`src/rtl/shift_cmd_ctrl.sv`:
```
// shift_cmd_ctrl
//
// Command sequencer for a plain serial shift stage. Shift requests (operand,
// direction, amount) are queued in a small FIFO. For each one the block issues
// a single load cycle, then one enable cycle per bit position. It captures the
// shifter output and offers it on a result port.
//
// Ports:
//   clk, clr              clock; asynchronous active-low reset
//   cmd_valid/cmd_ready   command handshake; cmd_data/cmd_dir/cmd_amt payload
//   sh_load, sh_in        shifter load strobe and operand
//   sh_en, sh_dir         shifter one-bit step strobe and direction (1 = right)
//   sh_q                  shifter register output
//   res_valid/res_ready   result handshake; res_data payload
//   busy                  FSM is not idle
//   level                 FIFO occupancy
//
// Handshakes: a transfer happens on a rising edge where valid && ready are both
// high. Once raised, valid and its payload hold until that transfer. ready and
// valid outputs here come only from registers, never from the partner's
// valid/ready input.
module shift_cmd_ctrl #(
    parameter int WIDTH = 32,
    parameter int AMT_W = 5,
    parameter int DEPTH = 4
) (
    input  logic                       clk,
    input  logic                       clr,
    input  logic                       cmd_valid,
    output logic                       cmd_ready,
    input  logic [WIDTH-1:0]           cmd_data,
    input  logic                       cmd_dir,
    input  logic [AMT_W-1:0]           cmd_amt,
    output logic                       sh_load,
    output logic [WIDTH-1:0]           sh_in,
    output logic                       sh_en,
    output logic                       sh_dir,
    input  logic [WIDTH-1:0]           sh_q,
    output logic                       res_valid,
    input  logic                       res_ready,
    output logic [WIDTH-1:0]           res_data,
    output logic                       busy,
    output logic [$clog2(DEPTH):0]     level
);

    localparam int PTR_W = $clog2(DEPTH);
    localparam int LVL_W = PTR_W + 1;
    localparam int ENT_W = WIDTH + 1 + AMT_W;

    typedef enum logic [2:0] {
        S_IDLE,
        S_LOAD,
        S_SHIFT,
        S_CAPTURE,
        S_HOLD
    } state_t;

    state_t             state_q, state_d;
    logic [ENT_W-1:0]   mem_q [DEPTH];
    logic [PTR_W-1:0]   wr_ptr_q, wr_ptr_d;
    logic [PTR_W-1:0]   rd_ptr_q, rd_ptr_d;
    logic [LVL_W-1:0]   level_q, level_d;
    logic [AMT_W-1:0]   cnt_q, cnt_d;
    logic               sh_load_q, sh_load_d;
    logic               sh_en_q, sh_en_d;
    logic [WIDTH-1:0]   sh_in_q, sh_in_d;
    logic               sh_dir_q, sh_dir_d;
    logic               res_valid_q, res_valid_d;
    logic [WIDTH-1:0]   res_data_q, res_data_d;

    logic               push;
    logic               pop;
    logic [ENT_W-1:0]   head;

    assign cmd_ready = (level_q != LVL_W'(DEPTH));
    assign push      = cmd_valid && cmd_ready;
    // Pop only looks at registered occupancy, so a command written into an
    // empty FIFO is seen one cycle after its push edge.
    assign pop       = (state_q == S_IDLE) && (level_q != '0);
    assign head      = mem_q[rd_ptr_q];

    // Storage needs no reset: occupancy alone decides which entries are live.
    always_ff @(posedge clk) begin
        if (push) begin
            mem_q[wr_ptr_q] <= {cmd_dir, cmd_amt, cmd_data};
        end
    end

    // Strobes are registered from the next state, so sh_load is high exactly
    // while in LOAD and sh_en exactly while in SHIFT. sh_in_q/sh_dir_q double
    // as the working operand and direction of the command in flight.
    always_comb begin
        state_d     = state_q;
        wr_ptr_d    = wr_ptr_q;
        rd_ptr_d    = rd_ptr_q;
        level_d     = level_q + LVL_W'(push) - LVL_W'(pop);
        cnt_d       = cnt_q;
        sh_load_d   = 1'b0;
        sh_en_d     = 1'b0;
        sh_in_d     = sh_in_q;
        sh_dir_d    = sh_dir_q;
        res_valid_d = res_valid_q;
        res_data_d  = res_data_q;

        if (push) begin
            wr_ptr_d = wr_ptr_q + PTR_W'(1);
        end

        case (state_q)
            S_IDLE: begin
                if (pop) begin
                    rd_ptr_d  = rd_ptr_q + PTR_W'(1);
                    sh_in_d   = head[WIDTH-1:0];
                    cnt_d     = head[WIDTH+AMT_W-1:WIDTH];
                    sh_dir_d  = head[ENT_W-1];
                    sh_load_d = 1'b1;
                    state_d   = S_LOAD;
                end
            end
            S_LOAD: begin
                if (cnt_q != '0) begin
                    sh_en_d = 1'b1;
                    state_d = S_SHIFT;
                end else begin
                    state_d = S_CAPTURE;
                end
            end
            S_SHIFT: begin
                cnt_d = cnt_q - AMT_W'(1);
                if (cnt_q == AMT_W'(1)) begin
                    state_d = S_CAPTURE;
                end else begin
                    sh_en_d = 1'b1;
                end
            end
            S_CAPTURE: begin
                res_data_d  = sh_q;
                res_valid_d = 1'b1;
                state_d     = S_HOLD;
            end
            S_HOLD: begin
                if (res_ready) begin
                    res_valid_d = 1'b0;
                    state_d     = S_IDLE;
                end
            end
            default: begin
                state_d = S_IDLE;
            end
        endcase
    end

    always_ff @(posedge clk or negedge clr) begin
        if (!clr) begin
            state_q     <= S_IDLE;
            wr_ptr_q    <= '0;
            rd_ptr_q    <= '0;
            level_q     <= '0;
            cnt_q       <= '0;
            sh_load_q   <= 1'b0;
            sh_en_q     <= 1'b0;
            sh_in_q     <= '0;
            sh_dir_q    <= 1'b0;
            res_valid_q <= 1'b0;
            res_data_q  <= '0;
        end else begin
            state_q     <= state_d;
            wr_ptr_q    <= wr_ptr_d;
            rd_ptr_q    <= rd_ptr_d;
            level_q     <= level_d;
            cnt_q       <= cnt_d;
            sh_load_q   <= sh_load_d;
            sh_en_q     <= sh_en_d;
            sh_in_q     <= sh_in_d;
            sh_dir_q    <= sh_dir_d;
            res_valid_q <= res_valid_d;
            res_data_q  <= res_data_d;
        end
    end

    assign sh_load   = sh_load_q;
    assign sh_en     = sh_en_q;
    assign sh_in     = sh_in_q;
    assign sh_dir    = sh_dir_q;
    assign res_valid = res_valid_q;
    assign res_data  = res_data_q;
    assign busy      = (state_q != S_IDLE);
    assign level     = level_q;

endmodule

```
`config.mk`:
```
export PLATFORM = sky130hd
export DESIGN_NAME = shift_cmd_ctrl
export DESIGN_NICKNAME = d
export VERILOG_FILES = /design/src/rtl/shift_cmd_ctrl.sv
export SDC_FILE = /design/constraint.sdc
export NUM_CORES = 1
export LEC_CHECK = 0
export ABC_AREA = 1
export BUFFER_PORTS_ARGS = -buffer_cell sky130_fd_sc_hd__buf_2
export CAP_MARGIN = 20
export CORE_MARGIN = 4
export CORE_UTILIZATION = 55
export DETAILED_ROUTE_END_ITERATION = 16
export HOLD_SLACK_MARGIN = 0.06
export MAX_ROUTING_LAYER = met4
export PLACE_DENSITY = 0.82
export SLEW_MARGIN = 20
export SYNTH_ARGS = -nofsm -noshare
export SYNTH_HDL_FRONTEND = slang
export SYNTH_SLANG_ARGS = --single-unit
```
`constraint.sdc`:
```
create_clock -name clk -period 7.6 [get_ports clk]
set_input_delay 0.76 -clock clk [delete_from_list [all_inputs] [get_ports clk]]
set_output_delay 0.76 -clock clk [all_outputs]
set_load 0.01 [all_outputs]
```
==> qor.csv, run 1 <==
stage;metric;value;unit
worst_setup_path;CP Data Arrival Time;2550;ps
clocking;# H-tree levels;1;
clocking;clock buffer count from CTS;23;
logic_synthesis;multiplexer share of the synthesized area;0.0392;
die;die outline height;137;um
grt;initial antenna violation count;4;
clocking;CTS Buffer Depth;3;
worst_setup_path;slack of the worst reg-to-reg path;5430;ps
worst_setup_path;cell with the biggest individual delay on the critical path;sky130_fd_sc_hd__ha_1;
clocking;clock sink count;235;
power;highest ir drop seen on vdd;254;uV
cells_and_area;fraction of final layout cells sized beyond drive strength 1;0.220;
logic_synthesis;number of warnings reported in the yosys synthesis log;0;
die;die area;18800;um^2
clocking;setup fix buffers added after clock tree synthesis;0;
grt;final global-route overflow total;0;
timing;total negative slack for setup checks;0;ps
grt;GRT Resource Usage Total;0.195;
grt;global-route wire length before repair;28000;um
logic_synthesis;sequential fraction of the synthesis area;0.723;
timing;hold slack;315;ps
logic_synthesis;number of flip-flops and latches in the synthesized netlist;235;
clocking;clock latency on the worst-skew pair;500;ps
die;number of primary I/O pins;147;
place;hpwl dp;10300;um
cells_and_area;net count reported at finish;971;
die;initial cell density of the core;0.570;
logic_synthesis;gate count after technology mapping;745;
timing;max_slew headroom;0.357;
die;standard cell core area;16100;um^2
detailed_routing;routed wire length per instance;15.8;um
timing;Worst Skew;10.4;ps
grt;vias in the first global route;5689;
power;Total Power Consumption;4.55;mW
power;power density cells;422;nW/um^2
run;Max Cap Viol;0;
detailed_routing;number of DRC violations after detailed-routing iteration 0;467;
logic_synthesis;area of the mapped netlist;9190;um^2
timing;max-slew violation count;0;
logic_synthesis;combinational family with the most area after synthesis;simple AND/OR/NAND/NOR gates;
die;number of cell rows;46;
clocking;clock tree root buffer cell;sky130_fd_sc_hd__clkbuf_16;
clocking;# resized after CTS;0;
power;Leakage;4.51;nW
timing;unrepaired setup endpoints after global routing;no;
clocking;clock slew at the register clock pins of the worst setup and hold paths;60;ps
place;count of input and output buffers;146;
grt;largest net degree at the start of global routing;84;
detailed_routing;vias after detailed routing;5838;
worst_setup_path;Critical Path Max Stage Delay;410;ps
logic_synthesis;xor/xnor share of the synthesized area;0.00191;
logic_synthesis;share of the synthesized area in compound gates (AO/OA/AOI/OAI);0.0613;
worst_setup_path;worst-path fanout max;8;
timing;post-layout minimum cycle time;2170;ps
timing;actual transition at the worst max-transition pin;964;ps
logic_synthesis;Synth Area in Simple Gates;0.126;
status;result of the run;finished, final reports clean;
cells_and_area;filler instances;1133;
worst_setup_path;critical path buffer and inverter count;2;
timing;final number of setup-violating endpoints;0;
clocking;hold buffer count at cts;0;
logic_synthesis;number of distinct library cells after synthesis;27;
detailed_routing;final antenna-violating net count;0;
clocking;TritonCTS clock tree;built;
logic_synthesis;Net Count, Synth;829;
detailed_routing;Avg Vias per Cell;5.19;
logic_synthesis;Avg Inst Size Synth;12.3;um^2
worst_setup_path;launching element type of the critical path;flip-flop;
cells_and_area;growth of design area from synthesis to finish;17.5;%
timing;final hold violations;0;
worst_setup_path;Crit path max-delay family;adder cells;
detailed_routing;Pre-antenna DRT Iters;5;
place;routability-driven placement congestion ratio;0.791;
detailed_routing;remaining design rule violation count;0;
worst_setup_path;data required time of the worst path;7980;ps
worst_setup_path;cells traversed along the worst timing path;inv_1 > nand3_1 > nand2_1 > ha_1 > inv_1 > ha_1 > fa_1 > xor2_1;
timing;period utilisation layout;0.286;
worst_setup_path;Critical Setup Path Class;reg2reg;
worst_setup_path;Critical Path Sink Type;flip-flop;
detailed_routing;final wirelength;17800;um
timing;fmax;461;MHz
logic_synthesis;post-synthesis adder-cell area fraction;0.0144;
die;horizontal extent of the die;137;um
worst_hold_path;Tightest Hold Check Type;in2async;
==> cell usage in the layout (no fill, tap or decap), types with 16 or more instances in the layout <==
| cell | netlist | layout |
|---|---|---|
| sky130_fd_sc_hd__nand3_1 | 17 | 17 |
| sky130_fd_sc_hd__dfrtp_1 | 83 | 82 |
| sky130_fd_sc_hd__nand2_1 | 142 | 141 |
| sky130_fd_sc_hd__mux2_1 | 28 | 28 |
| sky130_fd_sc_hd__inv_1 | 24 | 24 |
| sky130_fd_sc_hd__edfxtp_1 | 152 | 152 |
| sky130_fd_sc_hd__nor2_1 | 126 | 122 |
| sky130_fd_sc_hd__clkbuf_16 | 0 | 23 |
| sky130_fd_sc_hd__buf_2 | 14 | 145 |
| sky130_fd_sc_hd__o21ai_0 | 92 | 92 |
| sky130_fd_sc_hd__o21ai_1 | 16 | 16 |
==> flip-flops by register name, summed over array words and instances (netlist names) <==
signal,count
sh_dir,1
mem_q,152
cnt_q,5
res_data,32
rd_ptr_q,2
level,3
wr_ptr_q,2
sh_load,1
sh_en,1
res_valid,1
state_q,3
sh_in,32
==> metal layers <==
metal	routed length (um)	global-route usage	part of all wire	up-vias
li1	-	-	-	2827
met1	7380	0.242	0.41	2771
met4	459	0.0610	0.026	0
met2	8570	0.323	0.48	204
met5	0	-	0	-
met3	1380	0.0435	0.078	36
==> worst paths after layout <==
check,cells past startpoint,start,end
hold reg to reg,2,sh_in[24],sh_in[24]
setup reg to reg,8,level[0],level[2]
setup / recovery,8,level[0],level[2]
max in group asynchronous,1,clr,rd_ptr_q[0]
hold / removal,1,clr,res_data[18]
min in group clk,1,cmd_data[13],mem_q[0][13]
==> power by group <==
part	switching, mW	internal [mW]	total (mW)	leakage (nW)
registers	0.153	1.78	1.93	2.38
clock network	0.435	0.634	1.07	0.353
logic	1.02	0.532	1.55	1.77
total	1.61	2.94	4.55	4.51
==> synthesized netlist by cell type <==
| library cell | count | area share |
|---|---|---|
| sky130_fd_sc_hd__edfxtp_1 | 152 | 0.50 |
| sky130_fd_sc_hd__nand2_1 | 142 | 0.058 |
| sky130_fd_sc_hd__nor2_1 | 126 | 0.051 |
| sky130_fd_sc_hd__o21ai_0 | 92 | 0.050 |
| sky130_fd_sc_hd__dfrtp_1 | 83 | 0.23 |
| sky130_fd_sc_hd__mux2_1 | 28 | 0.034 |
| sky130_fd_sc_hd__inv_1 | 24 | 0.0098 |
| sky130_fd_sc_hd__nand3_1 | 17 | 0.0093 |
| sky130_fd_sc_hd__o21ai_1 | 16 | 0.0087 |
| sky130_fd_sc_hd__buf_2 | 14 | 0.0076 |
| sky130_fd_sc_hd__ha_1 | 9 | 0.012 |
| sky130_fd_sc_hd__buf_4 | 8 | 0.0065 |
| sky130_fd_sc_hd__clkbuf_1 | 8 | 0.0033 |
| sky130_fd_sc_hd__buf_6 | 5 | 0.0061 |
| sky130_fd_sc_hd__mux2_2 | 4 | 0.0049 |
| sky130_fd_sc_hd__a21oi_1 | 3 | 0.0016 |
| sky130_fd_sc_hd__inv_2 | 2 | 0.00082 |
| sky130_fd_sc_hd__nand4_1 | 2 | 0.0014 |
| sky130_fd_sc_hd__xor2_1 | 2 | 0.0019 |
| sky130_fd_sc_hd__fa_1 | 1 | 0.0022 |
| sky130_fd_sc_hd__nand2_2 | 1 | 0.00068 |
| sky130_fd_sc_hd__nand3_4 | 1 | 0.0019 |
| sky130_fd_sc_hd__nor2_2 | 1 | 0.00068 |
| sky130_fd_sc_hd__nor2_4 | 1 | 0.0012 |
| sky130_fd_sc_hd__nor3_1 | 1 | 0.00054 |
| sky130_fd_sc_hd__nor4_1 | 1 | 0.00068 |
| sky130_fd_sc_hd__o211ai_1 | 1 | 0.00082 |
==> through the flow <==
stage / util / instances / setup slack (ps) / area (um^2)
after floorplan: - / 745 / 4620 / 9190
after global placement: 0.624 / 1078 / 5190 / 10100
after detailed placement: 0.624 / 1078 / 5150 / 10100
after CTS: 0.669 / 1120 / 5430 / 10800
after global routing: 0.670 / 1124 / 5290 / 10800
final: 0.670 / 1125 / 5430 / 10800
==> cells by family after synthesis <==
family,Yosys count
mux,32
flops,235
fa+ha+maj,10
xor+xnor,2
compound gates,112
buf+inv,61
simple gates,293
==> layout make-up <==
class                           count  area, um^2  area share
Clock buffer                       35         661      0.0612
Tap cell                          216         270      0.0250
Inverter                           26         100     0.00927
Sequential cell                   235        6640       0.615
Antenna cell                        5        12.5     0.00116
Multi-Input combinational cell    449        2260       0.210
Timing Repair Buffer              152         782      0.0724
Clock inverter                      7        63.8     0.00591
Power figures use the tool's default switching activity.
==> inputs of run 2 (changes only) <==
--- a/config.mk
+++ b/config.mk
@@ -9,11 +9,11 @@
 export BUFFER_PORTS_ARGS = -buffer_cell sky130_fd_sc_hd__buf_2
 export CAP_MARGIN = 20
 export CORE_MARGIN = 4
-export CORE_UTILIZATION = 55
+export CORE_UTILIZATION = 51
 export DETAILED_ROUTE_END_ITERATION = 16
 export HOLD_SLACK_MARGIN = 0.06
 export MAX_ROUTING_LAYER = met4
-export PLACE_DENSITY = 0.82
+export PLACE_DENSITY = 0.8
 export SLEW_MARGIN = 20
 export SYNTH_ARGS = -nofsm -noshare
 export SYNTH_HDL_FRONTEND = slang
==> constraint.sdc (replaced) <==
create_clock -name clk -period 1.9 [get_ports clk]
set_input_delay 0.19 -clock clk [delete_from_list [all_inputs] [get_ports clk]]
set_output_delay 0.19 -clock clk [all_outputs]
set_load 0.01 [all_outputs]
==> qor.csv, run 2 (synthesized netlist as in run 1, its figures left out) <==
stage;metric;value;unit;change
die;die outline height;142;um;+3.6%
run;Max Cap Viol;0;;unchanged
clocking;clock buffer count from CTS;24;;+4.3%
place;routability-driven placement congestion ratio;0.819;;+3.6%
detailed_routing;Avg Vias per Cell;5.18;;-0.18%
clocking;clock slew at the register clock pins of the worst setup and hold paths;70;ps;about the same
die;initial cell density of the core;0.526;;-0.0444
cells_and_area;max FFs per register;152;;unchanged
power;part of the total power dissipated in sequential elements;0.392;;-0.032
power;power dissipated by switching net loads;6.98;mW;+330%
cells_and_area;Post-Layout Cell Count;1221;;+8.5%
detailed_routing;number of DRC violations after detailed-routing iteration 0;376;;-19%
clocking;clock sink count;235;;unchanged
detailed_routing;remaining design rule violation count;0;;unchanged
cells_and_area;net count reported at finish;1062;;+9.4%
die;number of primary I/O pins;147;;unchanged
grt;GRT Resource Usage Total;0.212;;+0.0174
status;result of the run;finished, final reports clean;;
worst_setup_path;Critical Setup Path Class;reg2reg;;
timing;total negative slack for setup checks;0;ps;unchanged
die;standard cell core area;17500;um^2;+8.4%
cells_and_area;growth of design area from synthesis to finish;30.2;%;
die;die area;20200;um^2;+7.4%
worst_hold_path;Tightest Hold Check Type;in2async;;
detailed_routing;final antenna-violating net count;0;;unchanged
clocking;clock tree root buffer cell;sky130_fd_sc_hd__clkbuf_16;;
timing;max_slew headroom;0.679;;+0.322
power;Clock power frac;0.256;;+0.021
timing;unrepaired setup endpoints after global routing;no;;
timing;actual transition at the worst max-transition pin;482;ps;-482 ps
worst_setup_path;Critical Path Sink Type;flip-flop;;
clocking;# H-tree levels;1;;unchanged
clocking;TritonCTS clock tree;built;;
power;Switching Fraction;0.352;;-0.00165
timing;Worst Skew;10.5;ps;+0.0789 ps
power;Comb power frac;0.352;;+0.011
timing;final number of setup-violating endpoints;0;;unchanged
timing;period utilisation layout;0.953;;+0.668
clocking;CTS Buffer Depth;3;;unchanged
die;horizontal extent of the die;142;um;+3.6%
place;hpwl dp;12000;um;+17%
place;Cell Count Post-Placement;1105;;+2.5%
worst_setup_path;launching element type of the critical path;flip-flop;;
timing;fmax;552;MHz;+20%
place;Placement Setup Slack;79.0;ps;-5070 ps
cells_and_area;Top reg by flops;mem_q;;
timing;final hold violations;0;;unchanged
timing;max-slew violation count;0;;unchanged
detailed_routing;Pre-antenna DRT Iters;5;;unchanged
detailed_routing;vias after detailed routing;6325;;+8.3%
timing;hold slack;160;ps;-155 ps
worst_setup_path;data required time of the worst path;2290;ps;-5690 ps
cells_and_area;most common library cell in the layout ignoring fill and taps;sky130_fd_sc_hd__edfxtp_1;;
power;power density cells;1660;nW/um^2;+290%
detailed_routing;routed wire length per instance;17.0;um;+7.6%
timing;worst path setup slack after routing;88.6;ps;-5340 ps
grt;largest net degree at the start of global routing;53;;-37%
clocking;# resized after CTS;0;;unchanged
grt;final global-route overflow total;0;;unchanged
detailed_routing;final wirelength;20800;um;+17%
cells_and_area;fraction of final layout cells sized beyond drive strength 1;0.239;;+0.0188
timing;post-layout minimum cycle time;1810;ps;-359 ps
worst_setup_path;worst-path fanout max;4;;-4
power;highest ir drop seen on vdd;984;uV;+290%
power;Leakage;5.01;nW;+11%
grt;vias in the first global route;6537;;+15%
place;count of input and output buffers;146;;unchanged
cells_and_area;top library cells by usage in the layout, fill and taps aside;sky130_fd_sc_hd__edfxtp_1 (152), sky130_fd_sc_hd__buf_2 (145), sky130_fd_sc_hd__nand2_1 (139);;
power;Int Pwr;12.9;mW;+340%
worst_setup_path;worst reg-to-reg path cell count;9;;+1
cells_and_area;number of inserted diodes;0;;-5
grt;initial antenna violation count;0;;-4
cells_and_area;Finished Core Util;0.684;;+0.0146
worst_setup_path;CP Data Arrival Time;2200;ps;-350 ps
clocking;clock latency on the worst-skew pair;510;ps;about the same
die;number of cell rows;48;;+4.3%
grt;global-route wire length before repair;33400;um;+19%
==> run 2: what timing repair did <==
item,CTS,global route
hold buffers,72,0
endpoints found under the hold margin,268,0
buffers inserted,0,0
endpoints found under the setup margin,0,0
==> run 2: metal layers <==
| metal | share of wire | track usage | wire length (um) |
|---|---|---|---|
| met5 | 0 | - | 0 |
| met3 | 0.076 | 0.0433 | 1580 |
| met2 | 0.50 | 0.367 | 10500 |
| met4 | 0.022 | 0.0581 | 465 |
| met1 | 0.40 | 0.255 | 8270 |
==> run 2: worst paths after layout <==
kind,startpoint,end,slack (ps)
max in group asynchronous,clr,rd_ptr_q[0],1150
min,clr,sh_in[0],160
max,level[1],level[2],90
min reg2reg,sh_in[27],sh_in[27],470
min in group clk,cmd_valid,wr_ptr_q[0],210
max reg2reg,level[1],level[2],90
==> run 2: power by group through the flow <==
stage	clock network (mW)	logic, mW	registers [mW]
global route	5.40	7.85	7.91
global placement	0	6.57	7.75
floorplan	0	4.13	8.13
CTS	5.16	7.07	7.74
finish	5.09	6.98	7.76
detailed placement	0	6.85	7.81
==> run 2: layout make-up <==
type / instances / area (um^2)
Timing Repair Buffer: 242 / 1750
Sequential cell: 235 / 6640
Multi-Input combinational cell: 449 / 2310
Tap cell: 225 / 282
Clock buffer: 33 / 736
Fill cell: 1136 / 5520
Inverter: 26 / 97.6
Clock inverter: 11 / 148
==> run 2: worst max-delay path: stages, from the launching register on <==
cell,delay [ps]
sky130_fd_sc_hd__dfrtp_1,390
sky130_fd_sc_hd__inv_2,110
sky130_fd_sc_hd__nand2_2,90
sky130_fd_sc_hd__nor2_4,120
sky130_fd_sc_hd__nor2_4,50
sky130_fd_sc_hd__ha_4,250
sky130_fd_sc_hd__inv_2,30
sky130_fd_sc_hd__ha_4,150
sky130_fd_sc_hd__fa_2,350
sky130_fd_sc_hd__xor2_1,150
==> run 2: per-stage QoR <==
| step | total power [mW] | instance area, um^2 |
|---|---|---|
| 2_1_floorplan | 12.3 | 9270 |
| 3_3_place_gp | 14.3 | 10400 |
| 3_5_place_dp | 14.7 | 10400 |
| 4_1_cts | 20.0 | 12000 |
| 5_1_grt | 21.2 | 12000 |
| 6_report | 19.8 | 12000 |
